## config.mk

```make
export PLATFORM = sky130hd
export DESIGN_NAME = pipe_reg_skid
export DESIGN_NICKNAME = d
export VERILOG_FILES = /design/src/rtl/pipe_reg_skid_pkg.sv /design/src/rtl/pipe_reg_skid.sv
export SDC_FILE = /design/constraint.sdc
export NUM_CORES = 1
export LEC_CHECK = 0
export ABC_AREA = 1
export CORE_ASPECT_RATIO = 0.5
export CORE_MARGIN = 10
export CORE_UTILIZATION = 51
export CTS_CLUSTER_SIZE = 8
export DETAILED_ROUTE_END_ITERATION = 16
export GPL_ROUTABILITY_DRIVEN = 0
export HOLD_SLACK_MARGIN = 0.02
export PLACE_DENSITY = 0.8
export SYNTH_ARGS = -nofsm -noshare
export SYNTH_HDL_FRONTEND = slang
export SYNTH_SLANG_ARGS = --single-unit
```

## constraint.sdc

```tcl
create_clock -name clk -period 13.4 [get_ports clk]
set_input_delay 1.34 -clock clk [delete_from_list [all_inputs] [get_ports clk]]
set_output_delay 1.34 -clock clk [all_outputs]
set_load 0.005 [all_outputs]
```

## src/rtl/pipe_reg_skid_pkg.sv

```systemverilog
// Shared pipeline definitions: stage-register state encoding and default widths.
package pipe_reg_skid_pkg;

  localparam int unsigned DEF_DATA_W = 158;
  localparam int unsigned DEF_CNT_W  = 16;

  typedef enum logic [1:0] {
    ST_EMPTY = 2'd0,
    ST_FULL  = 2'd1,
    ST_SKID  = 2'd2
  } skid_state_e;

  function automatic logic [1:0] occ_of(input skid_state_e s);
    case (s)
      ST_FULL: occ_of = 2'd1;
      ST_SKID: occ_of = 2'd2;
      default: occ_of = 2'd0;
    endcase
  endfunction

endpackage

```

## src/rtl/pipe_reg_skid.sv

```systemverilog
// Two-entry pipeline stage register with a skid slot so that in_ready is a pure
// register output, plus a saturating count of back-pressured cycles.
//
//   state    | meaning
//   ---------+-----------------------------------------------
//   ST_EMPTY | no entry held, main = BUBBLE_VAL, ready for input
//   ST_FULL  | one entry in main, still ready for input
//   ST_SKID  | main and skid both hold entries, input refused
module pipe_reg_skid
  import pipe_reg_skid_pkg::*;
#(
  parameter int unsigned       DATA_W     = DEF_DATA_W,
  parameter logic [DATA_W-1:0] BUBBLE_VAL = '0,
  parameter int unsigned       CNT_W      = DEF_CNT_W
) (
  input  logic              clk,
  input  logic              rst,
  input  logic              flush,
  input  logic              in_valid,
  output logic              in_ready,
  input  logic [DATA_W-1:0] in_data,
  output logic              out_valid,
  input  logic              out_ready,
  output logic [DATA_W-1:0] out_data,
  output logic [1:0]        occupancy,
  output logic [CNT_W-1:0]  stall_count
);

  skid_state_e       state_q, state_d;
  logic [DATA_W-1:0] main_q, main_d;
  logic [DATA_W-1:0] skid_q, skid_d;
  logic [CNT_W-1:0]  cnt_q, cnt_d;
  logic              push, pop;

  assign in_ready    = (state_q != ST_SKID);
  assign out_valid   = (state_q != ST_EMPTY);
  assign out_data    = main_q;
  assign occupancy   = occ_of(state_q);
  assign stall_count = cnt_q;

  assign push = in_valid & in_ready;
  assign pop  = out_valid & out_ready;

  always_ff @(posedge clk or posedge rst) begin
    if (rst) begin
      state_q <= ST_EMPTY;
      main_q  <= BUBBLE_VAL;
      skid_q  <= BUBBLE_VAL;
      cnt_q   <= '0;
    end else begin
      state_q <= state_d;
      main_q  <= main_d;
      skid_q  <= skid_d;
      cnt_q   <= cnt_d;
    end
  end

  always_comb begin
    state_d = state_q;
    main_d  = main_q;
    skid_d  = skid_q;
    cnt_d   = cnt_q;

    if (out_valid && !out_ready && (cnt_q != {CNT_W{1'b1}})) begin
      cnt_d = cnt_q + CNT_W'(1);
    end

    case (state_q)
      ST_EMPTY: begin
        if (push) begin
          state_d = ST_FULL;
          main_d  = in_data;
        end
      end
      ST_FULL: begin
        if (push && pop) begin
          main_d = in_data;
        end else if (push) begin
          state_d = ST_SKID;
          skid_d  = in_data;
        end else if (pop) begin
          state_d = ST_EMPTY;
          main_d  = BUBBLE_VAL;
        end
      end
      ST_SKID: begin
        if (pop) begin
          state_d = ST_FULL;
          main_d  = skid_q;
          skid_d  = BUBBLE_VAL;
        end
      end
      default: begin
        state_d = ST_EMPTY;
        main_d  = BUBBLE_VAL;
        skid_d  = BUBBLE_VAL;
      end
    endcase

    // Flush overrides any same-cycle push, pop or stall increment.
    if (flush) begin
      state_d = ST_EMPTY;
      main_d  = BUBBLE_VAL;
      skid_d  = BUBBLE_VAL;
      cnt_d   = '0;
    end
  end

endmodule

```

==> flow_metrics.tcl <==
set metrics [dict create \
    clkSinkCount 334 \
    pre_cts_slack_ns 7.666 \
    grt_pass1_vias 14002 \
    p_clk_share_pct 36.1 \
    crit_top_cell "buf_4" \
    pwr-share-seq_pct 41.4 \
    cts_setup_buffers 0 \
    critPathSlowestCell "buf_4" \
    h-tree-depth 2 \
    fp-row-count 45 \
    die_h_um 144.3 \
    slew-limit-headroom_pct 20.60 \
    hold_end "out_data[8]" \
    drt-pass1-iter-count 5 \
    sw_frac_of_total_pct 29.45 \
    r2r_end "out_data[136]" \
    synth_top_area_cell "dfrtp_1" \
    n_fill_cell 2446 \
    min_from "out_data[8]" \
    skew_ns 0.007519 \
    r2r-start "state_q[1]" \
    clockBufferDepth 3 \
    ys_ff_latch 334 \
    drt_iter0_drc 1319 \
    status "finished clean" \
    grt_max_degree 251 \
    cts_hold_buf 0 \
    wl_per_cell_um 19.84 \
    tightestPinTransition_ns 1.191 \
    finalWirelength_mm 49.76 \
    hold_viol 0 \
    cts_buffers 47 \
    cts_resized 0 \
    combPwrFrac_pct 22.5 \
    fin_crit_sh_pct 39.81 \
    syn_to_final_growth_pct 28.92 \
    seq_area_frac_synth_pct 53.01 \
    r2r_setup_slack_ns 9.36 \
    start_kind "input port" \
    cpPeakStageDelay_ns 0.87 \
    drive_gt1_share_pct 4.764 \
    clockRootBuffer "clkbuf_16" \
    die_x_um 268.7 \
    via_per_inst 5.892 \
    hold_depth 2 \
    fin_ws_ns 8.065 \
    cts_tree "yes" \
    place_hpwl_mm 30.01 \
    synth.lib_cells_used.distinct 25 \
    synth.net_count 2024 \
    cp_max_fo 118 \
    clock_latency_ns 0.54 \
    p_leak_uw 0.008127 \
    num_vias 14776 \
    internal_power_uw 2063 \
    holdCritPathClass "reg2reg" \
    fin_tns_setup_ns 0 \
    period_needed_ns 5.335 \
    cp_top_family "buffers and inverters" \
    setup_viol 0 \
    ios 341 \
    grt_util_all_layers_pct 24.90 \
    crit_type "in2reg" \
    finalMaxSlewViolations 0 \
    endpoint_kind "flop" \
    fmax_mhz 187.5 \
    ff2ff_path_depth 9 \
    grt_pass1_wl_mm 78.03 \
    switching_power_uw 860.9 \
    arrival_ns 5.77 \
    core_mm2 0.03040 \
    multiInputGateArea_mm2 0.005989 \
    avgSynthCellArea_um2 8.477 \
    peakVddDrop_uv 107.6 \
    initial_core_util_pct 51.86 \
    drtAntennaViolNets 0 \
    cts.reportedPaths.clkPinSlew_ns 0.05 \
    synthDominantCellAreaShare_pct 53.01 \
    netlist_instances 1860 \
    rsz0062_at_grt "false" \
    cp.required_ns 13.84 \
    cp_cell_sequence "clkdlybuf4s50_1 > inv_4 > nand3_1 > nand2_1 > nor2_4 > buf_4 > buf_4 > nand4_1 > o21ai_0" \
    p_per_area_mw_per_mm2 143.8 \
    dieArea_mm2 0.03878 \
    cap_violations 0 \
    cp_num_cells 9 \
    port_buffers 340 \
    syn-cell-area_mm2 0.01577 \
    worstPathBufferInverterCount 4 \
    gr-total-overflow 0 \
    synth_area_leaders "dfrtp_1 (53%), o21ai_0 (12%), nand4_1 (6.7%), nand2_1 (5.3%), inv_1 (4.1%)" \
    ys_warn_count 0 \
    drc_errors 0 \
    antenna_found_initial 10 \
    regArea_mm2 0.008358 \
    nets 2262 \
]
-- placed cells by master, fill, tap and decap left out --
cell type	netlist	layout
o21ai_0	372	371
clkdlybuf4s50_1	0	340
dfrtp_1	334	334
nand2_1	222	221
inv_1	174	172
nand4_1	169	169
nand3_1	106	106
nor2_1	95	94
a21oi_1	93	93
a31oi_1	66	66
clkbuf_16	0	49
o21ai_1	21	21
o21ai_2	21	20
buf_4	14	16
diode_2	0	10
xor2_1	6	6
nor2_4	3	5
inv_4	0	2
nor3_1	2	2
o21ai_4	0	2
o21bai_1	2	2
inv_2	2	1
nor2_2	2	1
nand2_4	0	1
inv_8	0	1
o31ai_1	1	1
ha_1	1	1
clkbuf_8	0	1
buf_12	0	1
-- worst min-delay path, stage by stage (launching register included) --
cell	delay, ns
dfrtp_1	0.34
nand2_1	0.06
o21ai_2	0.05
-- flip-flops by register name, indices dropped and copies added, names as in the netlist --
signal       count
stall_count     16
state_q          2
skid_q         158
out_data       158
-- kinds of logic after synthesis --
group,after synthesis,share of synthesized area (%)
simple gates,599,17.97
compound gates,576,19.35
buf+inv,344,9.253
flops,334,53.01
xor+xnor,6,0.3333
fa+ha+maj,1,0.07934
-- area by class of cell --
type,instances,share of cell area [%]
antenna,10,0.1231
tap,399,2.456
sequential,334,41.12
timing repair buffer,357,17.43
multi-input combinational,1182,29.46
clock buffer,50,6.100
inverter,176,3.311
-- worst max path at each step --
stage	slack [ns]	to	startpoint
6_report	8.07	skid_q[78]	flush
5_1_grt	7.67	skid_q[78]	flush
4_1_cts	8.17	skid_q[78]	flush
3_5_place_dp	7.67	skid_q[8]	flush
3_3_place_gp	7.78	skid_q[81]	flush
2_1_floorplan	2.81	out_data[0]	rst
-- per-layer routing --
metal	global-route usage (%)	up-vias	share of wire (%)
li1	-	6881	-
met1	31.39	7214	40
met2	40.88	553	50
met3	4.186	128	5.8
met4	13.26	0	4.1
met5	0	-	0
-- synth_stat cells (all sizes together) --
master	number
o21ai	414
dfrtp	334
nand2	222
inv	176
nand4	169
nand3	106
nor2	100
buf	96
a21oi	93
clkbuf	72
a31oi	66
xor2	6
nor3	2
o21bai	2
ha	1
o31ai	1
-- power groups by stage --
stage               Sequential, µW  Clock (µW)  Combinational (µW)
finish                        1210        1050                 659
global placement              1220           0                 651
detailed placement            1220           0                 657
floorplan                     1220           0                 314
global route                  1220        1120                 718
CTS                           1210        1070                 662
-- through the flow --
stage / instances / utilization [%] / instance area, µm² / hold slack, ns / total power [µW]
floorplan: 1860 / - / 15770 / 0.4763 / 1531
global placement: 2448 / 62.70 / 19060 / 0.4652 / 1870
detailed placement: 2448 / 62.70 / 19060 / 0.4683 / 1881
CTS: 2498 / 66.78 / 20300 / 0.4806 / 2938
global route: 2508 / 66.86 / 20330 / 0.4995 / 3058
finish: 2508 / 66.86 / 20330 / 0.4765 / 2924
Note: power is estimated with default switching activity, not from simulation.
